`config.mk`:
```
export PLATFORM = sky130hd
export DESIGN_NAME = alu_arbiter
export DESIGN_NICKNAME = d
export VERILOG_FILES = /design/src/rtl/alu_arb_pkg.sv /design/src/rtl/alu_arb_rr.sv /design/src/rtl/alu_arbiter.sv
export SDC_FILE = /design/constraint.sdc
export NUM_CORES = 1
export LEC_CHECK = 0
export CAP_MARGIN = 30
export CORE_AREA = 4 4 130 132
export CTS_BUF_LIST = sky130_fd_sc_hd__clkbuf_4 sky130_fd_sc_hd__clkbuf_8
export CTS_CLUSTER_SIZE = 16
export DETAILED_ROUTE_END_ITERATION = 16
export DIE_AREA = 0 0 134 136
export DONT_BUFFER_PORTS = 1
export SLEW_MARGIN = 15
export SYNTH_ARGS = -nofsm -noshare
export SYNTH_HDL_FRONTEND = slang
export SYNTH_HIERARCHICAL = 1
export SYNTH_SLANG_ARGS = --single-unit
```
`constraint.sdc`:
```
create_clock -name clk -period 4.36 [get_ports clk]
set_input_delay 1.308 -clock clk [delete_from_list [all_inputs] [get_ports clk]]
set_output_delay 1.308 -clock clk [all_outputs]
set_load 0.01 [all_outputs]
```
`src/rtl/alu_arb_pkg.sv`:
```
// alu_arb_pkg: shared types and default constants for the ALU arbiter.
//   state_t     : sequencing states IDLE / EXEC / RESP
//   DW_DEF      : default operand / instruction / result width
//   OPW_DEF     : default opcode width driven to the ALU
//   OP_LSB_DEF  : default LSB of the opcode field in the instruction word
package alu_arb_pkg;

  localparam int DW_DEF     = 32;
  localparam int OPW_DEF    = 6;
  localparam int OP_LSB_DEF = 26;

  typedef enum logic [1:0] {
    IDLE = 2'd0,
    EXEC = 2'd1,
    RESP = 2'd2
  } state_t;

endpackage

```
`src/rtl/alu_arb_rr.sv`:
```
// alu_arb_rr: two-way round-robin grant.
//   valid      in  2  request valid per requester (bit N = requester N)
//   last_grant in  1  id of the requester served most recently
//   grant      out 1  id of the winning requester (meaningful when any_valid)
//   any_valid  out 1  at least one requester is valid
module alu_arb_rr (
  input  logic [1:0] valid,
  input  logic       last_grant,
  output logic       grant,
  output logic       any_valid
);

  always_comb begin
    any_valid = |valid;
    // On a tie the requester that was not served last wins; otherwise the
    // single valid requester wins (valid[1] alone -> 1, valid[0] alone -> 0).
    if (valid == 2'b11) grant = ~last_grant;
    else                grant = valid[1];
  end

endmodule

```
`src/rtl/alu_arbiter.sv`:
```
// alu_arbiter: shares one external combinational ALU between two requesters.
// An accepted operation latches operands and opcode toward the ALU, captures
// the ALU result one cycle later and presents it until the owner takes it.
//
// Ports:
//   clk, rst                       clock, synchronous active-high reset
//   reqN_valid / reqN_ready        request handshake per requester
//   reqN_in1, reqN_in2, reqN_instr request operands and instruction word
//   rspN_valid / rspN_ready        response handshake per requester
//   rsp_out                        shared result register
//   alu_in1, alu_in2, alu_op       registered operands / opcode to the ALU
//   alu_out                        combinational ALU result
//   state_dbg                      current sequencing state
//   grant_cnt0, grant_cnt1         accept counters (only with ALU_ARB_STATS_EN)
//
// Handshake: a transfer happens on a rising edge where valid and ready are
// both 1. reqN_ready is combinational from reqN_valid and state and is only
// ever high in IDLE for the granted requester. rspN_valid stays high, with
// rsp_out stable, until rspN_ready is seen.
//
// Optional feature macro: ALU_ARB_STATS_EN adds 16-bit per-requester accept
// counters that wrap 0xFFFF -> 0.
module alu_arbiter
  import alu_arb_pkg::*;
#(
  parameter int DW     = DW_DEF,
  parameter int OPW    = OPW_DEF,
  parameter int OP_LSB = OP_LSB_DEF
) (
  input  logic           clk,
  input  logic           rst,
  input  logic           req0_valid,
  input  logic           req1_valid,
  output logic           req0_ready,
  output logic           req1_ready,
  input  logic [DW-1:0]  req0_in1,
  input  logic [DW-1:0]  req0_in2,
  input  logic [DW-1:0]  req1_in1,
  input  logic [DW-1:0]  req1_in2,
  input  logic [DW-1:0]  req0_instr,
  input  logic [DW-1:0]  req1_instr,
  output logic           rsp0_valid,
  output logic           rsp1_valid,
  input  logic           rsp0_ready,
  input  logic           rsp1_ready,
  output logic [DW-1:0]  rsp_out,
  output logic [DW-1:0]  alu_in1,
  output logic [DW-1:0]  alu_in2,
  output logic [OPW-1:0] alu_op,
  input  logic [DW-1:0]  alu_out,
  output state_t         state_dbg
`ifdef ALU_ARB_STATS_EN
  ,
  output logic [15:0]    grant_cnt0,
  output logic [15:0]    grant_cnt1
`endif
);

  state_t         state;
  logic           last_grant;
  logic           grant_id;
  logic           grant;
  logic           any_valid;
  logic           accept;
  logic           rsp_take;
  logic [DW-1:0]  sel_in1;
  logic [DW-1:0]  sel_in2;
  logic [DW-1:0]  sel_instr;
  // Instruction bits outside the opcode field are decoded elsewhere.
  logic           unused_instr_bits;

  alu_arb_rr u_rr (
    .valid      ({req1_valid, req0_valid}),
    .last_grant (last_grant),
    .grant      (grant),
    .any_valid  (any_valid)
  );

  assign unused_instr_bits = ^{req0_instr, req1_instr};

  // Reset gates the accept so no requester sees ready while rst is high.
  assign accept     = (state == IDLE) && any_valid && !rst;
  assign req0_ready = accept && !grant;
  assign req1_ready = accept &&  grant;

  assign sel_in1   = grant ? req1_in1   : req0_in1;
  assign sel_in2   = grant ? req1_in2   : req0_in2;
  assign sel_instr = grant ? req1_instr : req0_instr;

  assign rsp0_valid = (state == RESP) && !grant_id;
  assign rsp1_valid = (state == RESP) &&  grant_id;
  assign rsp_take   = grant_id ? rsp1_ready : rsp0_ready;
  assign state_dbg  = state;

  always_ff @(posedge clk) begin
    if (rst) begin
      state      <= IDLE;
      last_grant <= 1'b1;
      grant_id   <= 1'b0;
      alu_in1    <= '0;
      alu_in2    <= '0;
      alu_op     <= '0;
      rsp_out    <= '0;
    end else begin
      case (state)
        IDLE: begin
          if (any_valid) begin
            alu_in1  <= sel_in1;
            alu_in2  <= sel_in2;
            alu_op   <= sel_instr[OP_LSB +: OPW];
            grant_id <= grant;
            state    <= EXEC;
          end
        end
        EXEC: begin
          rsp_out <= alu_out;
          state   <= RESP;
        end
        RESP: begin
          // Fairness history only advances once the result is delivered.
          if (rsp_take) begin
            last_grant <= grant_id;
            state      <= IDLE;
          end
        end
        default: state <= IDLE;
      endcase
    end
  end

`ifdef ALU_ARB_STATS_EN
  always_ff @(posedge clk) begin
    if (rst) begin
      grant_cnt0 <= '0;
      grant_cnt1 <= '0;
    end else begin
      if (req0_valid && req0_ready) grant_cnt0 <= grant_cnt0 + 16'd1;
      if (req1_valid && req1_ready) grant_cnt1 <= grant_cnt1 + 16'd1;
    end
  end
`endif

endmodule

```
# Yosys cells after proc, flatten, opt, wreduce, memory -nomap -nowiden
# Index checks and enable logic that the tools add are counted.
# word_totals
reg_bits	106
input_bits	230
# op_classes
eq_ne	5
muxes	8
n_bitwise	1
reduce_logical	14
# op_table
operator	count
32-bit two-way mux	3
1-bit logical AND	6
2-bit case mux with 3 select lines	1
2-bit AND reduction	3
2-bit equality test (second input constant)	2
2-bit two-way mux	2
2-bit inequality test (second input constant)	2
1-bit zero test	3
2-bit by 1-bit equality test with 1-bit output (second input constant)	1
2-bit zero test	1
1-bit two-way mux	2
2-bit OR reduction	1
1-bit inverter	1

# Logic depth before layout (Yosys ltp)
# Gate-level depths: netlist of the first run.
# logic_depth
word_depth	4
mapped_depth	6
ltp_nobuf	5

# Hierarchy
# The synthesis of the first run kept the hierarchy.
# modules_own_cells
mod	n_inst	cells_per_inst	area_each_um2	seq_area_each_um2
alu_arbiter	1	394	4286.6	2122.0
alu_arb_rr	1	2	13.8	0.0

# Worst setup path before layout of the first run
# No wires, ideal clock.
# synth_path
path_type	input -> output
from	input req1_valid
to	output req1_ready
arrival_time_ps	2142
required_ps	3052
path_slack_ps	910
stages	6
cell_sequence	or2_1 nor3b_2 nand2b_1 buf_4 inv_1 and2_1
# synth_between
elab_chain_cells	4
word_cells_on_any_way	6
cone_classes	eq/ne: 1; mux: 1; reduce/logical: 4
# synth_lines
item	line	rtl
start: declaration	alu_arbiter.sv:33	input logic req1_valid,
2-bit OR reduction	alu_arb_rr.sv:14	any_valid = |valid;
1-bit logical AND (2 in a row)	alu_arbiter.sv:82	assign accept = (state == IDLE) && any_valid && !rst;
1-bit logical AND *	alu_arbiter.sv:84	assign req1_ready = accept && grant;
end: declaration	alu_arbiter.sv:35	output logic req1_ready,
# Every way passes the cells marked *; elsewhere a longest branch is shown, timed or not.

# Worst setup path in the final report of the first run
# layout_path
from	input req1_valid
to	output req0_ready
# layout_between
elab_chain_cells	4
word_cells_on_any_way	7
cone_classes	eq/ne: 1; mux: 1; reduce/logical: 5
# layout_lines
item	line	rtl
2-bit equality test or 2-bit OR reduction (tied branches)	alu_arb_rr.sv:17, alu_arb_rr.sv:14	
1-bit two-way mux or 1-bit logical AND (tied branches)	alu_arb_rr.sv:17, alu_arbiter.sv:82	
1-bit zero test or 1-bit logical AND (tied branches)	alu_arbiter.sv:83, alu_arbiter.sv:82	
1-bit logical AND *	alu_arbiter.sv:83	assign req0_ready = accept && !grant;
end: declaration	alu_arbiter.sv:34	output logic req0_ready,
# Marks and branches as above.

==> results of run 1 <==
-- cell usage after synthesis --
master     instances
nor2_2             1
o2bb2ai_1         60
nand2_1           64
nor2_1             2
clkbuf_1           3
a21boi_1           1
nand2b_1           1
buf_4              2
buf_6             15
nor2b_1            2
or2_1              1
mux2i_1           71
or2b_1             1
dfxtp_1          106
inv_1              1
o21bai_1           1
a31oi_1            1
nor3b_2            1
buf_2             14
and3b_1            1
a22o_1             1
and2_1             2
o2bb2ai_2         10
a21oi_1           33
and2b_1            1
-- layout make-up --
| cell class | instances | area, um^2 | share of cell area (%) |
|---|---|---|---|
| Clock buffer | 10 | 137.6 | 2.983 |
| Clock inverter | 6 | 71.32 | 1.546 |
| Inverter | 1 | 3.754 | 0.08137 |
| Multi-Input combinational cell | 255 | 1928 | 41.80 |
| Sequential cell | 106 | 2122 | 46.00 |
| Tap cell | 216 | 270.3 | 5.858 |
| Timing Repair Buffer | 7 | 80.08 | 1.736 |
-- per-stage QoR --
step | cell area [um^2] | util [%] | cells | hold WS (ps) | setup slack, ps
global route | 4613 | 29.36 | 601 | 527.8 | 845.1
global placement | 4374 | 27.84 | 583 | 489.3 | 875.4
floorplan | 4300 | - | 396 | 477.4 | 910.0
finish | 4613 | 29.36 | 601 | 503.4 | 915.2
detailed placement | 4374 | 27.84 | 583 | 491.7 | 905.0
CTS | 4583 | 29.17 | 599 | 507.9 | 891.5
-- report_power, final --
group	internal (W)	switching [W]	total [W]
clock	0.000289	0.000346	0.000634
combinational	0.0000994	0.000132	0.000232
sequential	0.00106	0.000112	0.00117
total	0.00145	0.000590	0.00204
-- cells by family after synthesis --
logic type,after synthesis
AOI/OAI and AO/OA,107
buffers and inverters,35
DFF,106
muxes,71
and+or+nand+nor,77
-- metal layers --
| metal | share of wire, % | routed length (um) |
|---|---|---|
| met1 | 37 | 4117 |
| met2 | 49 | 5405 |
| met3 | 12 | 1274 |
| met4 | 2.1 | 229 |
| met5 | 0 | 0 |
-- sequential cells by signal, summed over array words and instances (netlist names) --
signal,flops
alu_in1,32
alu_in2,32
alu_op,6
grant_id,1
last_grant,1
rsp_out,32
state_dbg,2
-- critical path: cells and delay by family --
family	cells	cell delay, ps
and+or+nand+nor	4	820
-- final timing paths --
path | start | end | slack [ps] | cells after the start
worst min register to register | rsp_out[13] | rsp_out[13] | 500 | 2
worst max-delay path | req1_valid | req0_ready | 920 | 4
worst min-delay path | rsp_out[13] | rsp_out[13] | 500 | 2
worst max register to register | last_grant | alu_in1[4] | 2410 | 4
==> results.md, run 1 <==
* Row Count at 46
* Syn-to-layout area delta at 7.274%
* Pwr dens at between 400 and 500 nW/um^2
* Synth Warn # at 6
* Worst-path clk slew at around 110 ps
* Gr busiest metal: met2
* Detail Route Antenna Nets at 0
* Final Cycle Share at 79.01%
* I/O pin total at 338
* TritonCTS Sinks at around 110
* Core Area at ~16000 um^2
* Met2 usage at approximately a fifth
* CP required at 3050 ps
* Startpoint types: primary input
* # nets final at 610
* # DRC at 0
* First drt pass iteration count at 4
* Maximum single-stage delay on the critical path at around 320 ps
* Critical Path End Type: output port
* Die Y at 136 um
* Worst hold path class: flop to flop
* Critical path cell sequence: or2_1 > nor3b_2 > nand2b_2 > nor2_1
* Antenna diode count at 0
* Final Skew at around 14 ps
* Synth Register Bits at about 110
* Initial antenna violation count at 0
* First-pass GRT wire length at between 15000 and 20000 um
* Yosys top cell by area: dfxtp_1
* Clk Latency, worst-skew pair at between 300 and 400 ps
* Slowest cell on crit path: nor2_1
* Max IR drop VDD at around 0.00015 V
* CTS tree: yes
* Total Routing Usage GR at between 10% and 20%
* Run status: finished, final reports clean
* Avg WL per Cell at between 15 and 20 um
* Max Cap Viol at 0
* Die X at 134 um
* TritonCTS buffer count at 9
* Final setup fails at 0
* Hold bufs inserted after CTS at 0
* Synth area leaders: dfxtp_1, mux2i_1, o2bb2ai_1, nand2_1, buf_6
* Commonest non-fill, non-tap cells in the layout: dfxtp_1, mux2i_1, nand2_1
* Setup_tns at 0 ps
* Worst EP arrival at 2140 ps
* Post-Synth Simple-Gate Area at 7.623%
* Met1 Use GR at between 10% and 20%
* Seq/Total Area, Yosys at between 40% and 50%
* DPL Wire Length at 8358 um
* Post-Syn Area at roughly 4300 um^2
* Initial core utilization at 27.37%
* Multiplexer area fraction after synthesis at roughly 17%
* CTS Buffer Depth at 2
* Total number of vias at a little under 3k
* Most common cell after layout, fill and taps aside: dfxtp_1
* Final Critical Period at ~3400 ps
* Final hold violation count at 0
* Post-synthesis xor/xnor area fraction at 0%
* Static Leak at ~1.6 nW
* M3 GR Usage at 5.403%
* Buffers added on ports at 0
* Mean post-synth cell area at between 10 and 15 um^2
* Main combinational cell family by area after synthesis: compound AO/OA/AOI/OAI gates
* Largest net degree at the start of global routing at just over 60
* Setup Buffers After CTS at 0
* Worst-margin pin slew at 982.6 ps
* Via/cell ratio at a little under 5
* Share of Yosys cell area claimed by the top area cell type at between 40 and 50%
* PostCTS Resize Cnt at 0
* Die area at 18220 um^2
* Setup CP Type: primary input to output port
* Filler cells at roughly 1.6k
* Adder-Cell Fraction of Synth Area at 0%
* Synth cell types at 25
* Total Power at between 0.002 and 0.0025 W
* Synth Area in Compound Gates at 20.25%
* CP Max Fanout at 4
* Max frequency at between 200 and 300 MHz
* Final RePlAce weighted congestion at 0.7919
* Initial drt markers at a little under 100
* Gr ovfl total at 0
* Syn nets at approximately 630
* Syn Inst Count at a little under 400
* Worst slew margin at between 30% and 40%
* H-tree Lvls at 3
* Number of global-route vias before repair at 2996
* Share of layout cells above drive strength 1 at around a tenth
* RSZ-0062 raised after global routing: false
* Final slew viol count at 0
* CTS root buf: clkbuf_8
* Final wirelength at approximately 11000 um
Note: power is estimated with default switching activity, not from simulation.
==> run 2: changes to the inputs <==
==> constraint.sdc (replaced) <==
create_clock -name clk -period 2.9 [get_ports clk]
set_input_delay 0.87 -clock clk [delete_from_list [all_inputs] [get_ports clk]]
set_output_delay 0.87 -clock clk [all_outputs]
set_load 0.01 [all_outputs]
==> results.md, run 2 (synthesis results as in run 1) <==
* Buffers added on ports at 0 (unchanged)
* Slowest cell on crit path: nor3b_2 (was nor2_1)
* Clk Latency, worst-skew pair at 380 ps (was 370 ps)
* Internal at 0.002068 W (was 0.001447 W)
* Reg power frac at 59.1% (was 57.5%)
* Die X at 134 um (unchanged)
* CTS Buffer Depth at 2 (unchanged)
* First-pass GRT wire length at 16280 um (was 16230 um)
* CTS root buf: clkbuf_8 (unchanged)
* Initial core utilization at 27.37% (unchanged)
* Initial drt markers at 86 (was 98)
* Final wirelength at 11090 um (was 11030 um)
* Setup CP Type: primary input to output port (unchanged)
* Most common cell after layout, fill and taps aside: dfxtp_1 (unchanged)
* Setup_tns at 0 ps (unchanged)
* Run status: finished, final reports clean (unchanged)
* Total Power at 0.002982 W (was 0.002037 W)
* Worst-margin pin slew at 441.1 ps (was 982.6 ps)
* Commonest non-fill, non-tap cells in the layout: dfxtp_1, mux2i_1, nand2_1 (unchanged)
* Switching share of power at 30.65% (was 28.99%)
* # DRC at 0 (unchanged)
* Final slew viol count at 0 (unchanged)
* Maximum single-stage delay on the critical path at 310 ps (was 320 ps)
* Die Y at 136 um (unchanged)
* CP Max Fanout at 4 (unchanged)
* Number of global-route vias before repair at 3028 (was 2996)
* Syn-to-layout area delta at 6.896% (was 7.274%)
* Die area at 18220 um^2 (unchanged)
* I/O pin total at 338 (unchanged)
* Row Count at 46 (unchanged)
* Total Routing Usage GR at 11.40% (was 11.31%)
* Worst hold path class: flop to flop (unchanged)
* Clock power frac at 29.3% (was 31.1%)
* Final Skew at 10.64 ps (was 13.75 ps)
* Antenna diode count at 0 (unchanged)
* Crit-path leading delay family: simple AND/OR/NAND/NOR gates (unchanged)
* Setup Buffers After CTS at 0 (unchanged)
* Hold bufs inserted after CTS at 0 (unchanged)
* Max IR drop VDD at 0.0002042 V (was 0.0001457 V)
* DPL Wire Length at 8456 um (was 8358 um)
* TritonCTS Sinks at 106 (unchanged)
* Via/cell ratio at 4.890 (was 4.915)
* Avg WL per Cell at 18.42 um (was 18.35 um)
* RSZ-0062 raised after global routing: false (unchanged)
* Final Cycle Share at approximately nine tenths
* Worst EP arrival at 1700 ps (was 2140 ps)
* Total number of vias at 2944 (was 2954)
* Static Leak at 1.575 nW (was 1.588 nW)
* Final hold violation count at 0 (unchanged)
* Critical Path End Type: output port (unchanged)
* Gr ovfl total at 0 (unchanged)
* Core Area at 15710 um^2 (unchanged)
* First drt pass iteration count at 4 (unchanged)
* Worst hold margin at 507.0 ps (was 503.4 ps)
* Critical path cell sequence: or2_1 > nor3b_2 > nand2b_2 > inv_1 > and2_1 (was or2_1 > nor3b_2 > nand2b_2 > nor2_1)
* Psw at 0.0009140 W (was 0.0005905 W)
* TritonCTS buffer count at 9 (unchanged)
* Final Critical Period at 2573 ps
* Initial antenna violation count at 0 (unchanged)
* Largest net degree at the start of global routing at 61 (unchanged)
* Pwr dens at 648.7 nW/um^2 (was 441.6 nW/um^2)
* Share of layout cells above drive strength 1 at 9.845% (was 9.610%)
* Startpoint types: primary input (unchanged)
* PostCTS Resize Cnt at 0 (unchanged)
* Max frequency at 388.6 MHz
* Final RePlAce weighted congestion at 0.7958 (was 0.7919)
* CTS tree: yes (unchanged)
* R2R setup slack at 1270 ps (was 2410 ps)
* # nets final at 611 (was 610)
* H-tree Lvls at 3 (unchanged)
* CP Buf/Inv Count at 1 (was 0)
* CP required at 2030 ps (was 3050 ps)
* Comb pwr share at 11.6% (was 11.4%)
* Max Cap Viol at 0 (unchanged)
* Final setup fails at 0 (unchanged)
* Filler cells at 1617 (was 1647)
* Worst-path clk slew at 110 ps (about the same)
* Top Registers: alu_in1: 32 flops, alu_in2: 32 flops, rsp_out: 32 flops (unchanged)
* Detail Route Antenna Nets at 0 (unchanged)
* Worst slew margin at 70.60% (was 34.50%)
run 2: metrics by stage:
step / cells / setup slack [ps] / utilization, % / cell area (um^2)
5_1_grt: 602 / 220.4 / 29.26 / 4597
3_3_place_gp: 584 / 281.9 / 27.89 / 4382
6_report: 602 / 326.7 / 29.26 / 4597
2_1_floorplan: 396 / 326.0 / - / 4300
4_1_cts: 600 / 290.4 / 29.07 / 4567
3_5_place_dp: 584 / 312.4 / 27.89 / 4382
run 2: final cells by class:
class	count	area, um^2	area share [%]
multi-input cells	255	1928	41.94
well taps	216	270.3	5.879
inverters	1	3.754	0.08165
repair buffers	8	87.58	1.905
flip-flops and latches	106	2122	46.16
clock buffers	9	123.9	2.695
clock inverters	7	61.31	1.334
run 2: worst min-delay path, cell delays in order (launching register included):
cell and delay (ps):
dfxtp_1 360, nand2_1 60, a21oi_1 50
run 2: worst paths after layout:
path / start / endpoint / cells past startpoint
min: rsp_out[20] / rsp_out[20] / 2
min reg2reg: rsp_out[20] / rsp_out[20] / 2
max: req1_valid / req1_ready / 5
max reg2reg: last_grant / alu_in1[4] / 4
run 2: layer usage:
metal / up-vias / GRT usage (%) / wire [um] / share of wire (%)
li1: 1400 / - / - / -
met1: 1362 / 12.67 / 4298 / 39
met2: 168 / 19.20 / 5410 / 49
met3: 14 / 4.256 / 1116 / 10
met4: 0 / 5.714 / 260 / 2.3
met5: - / 0 / 0 / 0
run 2: power by group through the flow:
stage          Combinational, W  Clock, W  Sequential [W]
4_1_cts                0.000345  0.000921         0.00176
5_1_grt                0.000391  0.000974         0.00178
3_5_place_dp           0.000348         0         0.00180
2_1_floorplan          0.000325         0         0.00176
3_3_place_gp           0.000329         0         0.00180
6_report               0.000347  0.000874         0.00176
==> run 3: changes to the inputs <==
--- a/config.mk
+++ b/config.mk
@@ -6,11 +6,11 @@
 export NUM_CORES = 1
 export LEC_CHECK = 0
 export CAP_MARGIN = 30
-export CORE_AREA = 4 4 130 132
+export CORE_AREA = 2 2 130 132
 export CTS_BUF_LIST = sky130_fd_sc_hd__clkbuf_4 sky130_fd_sc_hd__clkbuf_8
 export CTS_CLUSTER_SIZE = 16
 export DETAILED_ROUTE_END_ITERATION = 16
-export DIE_AREA = 0 0 134 136
+export DIE_AREA = 0 0 132 134
 export DONT_BUFFER_PORTS = 1
 export SLEW_MARGIN = 15
 export SYNTH_ARGS = -nofsm -noshare
==> results.md, run 3 (synthesis results as in run 1) <==
* Run status: finished, final reports clean (unchanged)
* # DRC at 0 (unchanged)
* H-tree Lvls at 3 (unchanged)
* Static Leak at 1.588 nW (was 1.575 nW)
* TritonCTS buffer count at 9 (unchanged)
* Final RePlAce weighted congestion at 0.7718 (was 0.7958)
* Setup CP Type: primary input to output port (unchanged)
* Share of layout cells above drive strength 1 at 9.610% (was 9.845%)
* TritonCTS Sinks at 106 (unchanged)
* Max Cap Viol at 0 (unchanged)
* CP required at 2030 ps (about the same)
* Syn-to-layout area delta at 7.303% (was 6.896%)
* CTS tree: yes (unchanged)
* Worst-path clk slew at 100 ps (was 110 ps)
* Largest net degree at the start of global routing at 67 (was 61)
* Avg WL per Cell at 18.03 um (was 18.42 um)
* Core Area at 16290 um^2 (was 15710 um^2)
* Final hold violation count at 0 (unchanged)
* Die Y at 134 um (was 136 um)
* R2R setup slack at 1100 ps (was 1270 ps)
* # nets final at 610 (was 611)
* Startpoint types: primary input (unchanged)
* Hold Path Stages at 2 (unchanged)
* Placed cells at 587 (was 584)
* Final Critical Period at 2624 ps (was 2573 ps)
* Setup_tns at 0 ps (unchanged)
* Initial drt markers at 127 (was 86)
* Final setup fails at 0 (unchanged)
* Via/cell ratio at 4.926 (was 4.890)
* Final slew viol count at 0 (unchanged)
* Setup Buffers After CTS at 0 (unchanged)
* PostCTS Resize Cnt at 0 (unchanged)
* Number of global-route vias before repair at 2940 (was 3028)
* Final Cycle Share at 90.49% (was 88.74%)
* CP Max Fanout at 6 (was 4)
* Die area at 17690 um^2 (was 18220 um^2)
* Critical Path End Type: output port (unchanged)
* Pwr dens at 660.0 nW/um^2 (was 648.7 nW/um^2)
* Max IR drop VDD at 0.0001814 V (was 0.0002042 V)
* Worst slew margin at 59.97% (was 70.60%)
* I/O pin total at 338 (unchanged)
* Final Skew at 11.94 ps (was 10.64 ps)
* Total Power at 0.003045 W (was 0.002982 W)
* Clk Latency, worst-skew pair at 380 ps (about the same)
* Buffers added on ports at 0 (unchanged)
* CTS root buf: clkbuf_8 (unchanged)
* Commonest non-fill, non-tap cells in the layout: dfxtp_1, mux2i_1, nand2_1 (unchanged)
* CTS Buffer Depth at 2 (unchanged)
* DPL Wire Length at 8182 um (was 8456 um)
* Worst R2R End: alu_in1[13] (was alu_in1[4])
* RSZ-0062 raised after global routing: false (unchanged)
* Worst EP arrival at 1750 ps (was 1700 ps)
* Initial antenna violation count at 0 (unchanged)
* Final Util at 28.33% (was 29.26%)
* First drt pass iteration count at 4 (unchanged)
* Max frequency at 381.1 MHz (was 388.6 MHz)
* Most common cell after layout, fill and taps aside: dfxtp_1 (unchanged)
* Worst hold path class: flop to flop (unchanged)
* Hold bufs inserted after CTS at 0 (unchanged)
* Hold Crit Endpoint: rsp_out[29] (was rsp_out[20])
* Final Non-Filler Cells at 605 (was 602)
* Antenna diode count at 0 (unchanged)
* Top Registers: alu_in1: 32 flops, alu_in2: 32 flops, rsp_out: 32 flops (unchanged)
* Gr ovfl total at 0 (unchanged)
* Detail Route Antenna Nets at 0 (unchanged)
* Final wirelength at 10910 um (was 11090 um)
* Min-delay src: rsp_out[29] (was rsp_out[20])
* Reg-to-reg startpoint: last_grant (unchanged)
* First-pass GRT wire length at 16490 um (was 16280 um)
* R2R cell count at 4 (unchanged)
* Total Routing Usage GR at 11.91% (was 11.40%)
* Row Count at 47 (was 46)
* Worst hold margin at 510.1 ps (was 507.0 ps)
* Worst-margin pin slew at 600.5 ps (was 441.1 ps)
* Die X at 132 um (was 134 um)
* Initial core utilization at 26.40% (was 27.37%)
* Total number of vias at 2980 (was 2944)
run 3: changes by cell type in the layout (fill, tap and decap cells not counted), sizes merged:
cell | previous run | this run
bufinv | 0 | 1
inv | 4 | 3
clkinv | 1 | 3
clkbuf | 9 | 10
buf | 8 | 7
clkinvlp | 3 | 0
run 3: layout make-up:
cell class	instances	area [um^2]
timing repair buffer	7	80.08
sequential	106	2122
tap	220	275.3
inverter	1	3.754
multi-input combinational	255	1928
fill	1718	11670
clock inverter	6	73.82
clock buffer	10	131.4
run 3: stage by stage:
| step | instance area, um^2 | setup WS [ps] |
|---|---|---|
| floorplan | 4300 | 326.0 |
| global placement | 4379 | 242.3 |
| detailed placement | 4379 | 236.8 |
| CTS | 4584 | 222.0 |
| global route | 4614 | 122.2 |
| finish | 4614 | 275.7 |
run 3: report_power, final:
group	internal, W	switching [W]	leakage, nW
Sequential	0.00159	0.000167	0.872
Clock	0.000420	0.000519	0.105
Combinational	0.000147	0.000201	0.611
Total	0.00216	0.000887	1.59
run 3: metal layers:
layer	vias to the layer above	share of wire, %	GRT usage (%)
met5	-	0	0
met4	0	1.3	4.227
met3	15	12	5.782
met2	183	50	20.78
met1	1374	37	12.50
li1	1408	-	-
run 3: how the worst max path moves through the flow:
| stage | startpoint | endpoint | slack [ps] | cells past startpoint |
|---|---|---|---|---|
| 3_5_place_dp | req1_valid | req0_ready | 240 | 4 |
| 5_1_grt | req1_valid | req1_ready | 120 | 5 |
| 3_3_place_gp | req1_valid | req0_ready | 240 | 4 |
| 6_report | req1_valid | req1_ready | 280 | 5 |
| 4_1_cts | req1_valid | req0_ready | 220 | 4 |
| 2_1_floorplan | req1_valid | req1_ready | 330 | 6 |
run 3: critical path: stages:
cell and delay (ps):
or2_1 70, nor3b_2 300, nand2b_2 190, inv_1 120
and2_1 200
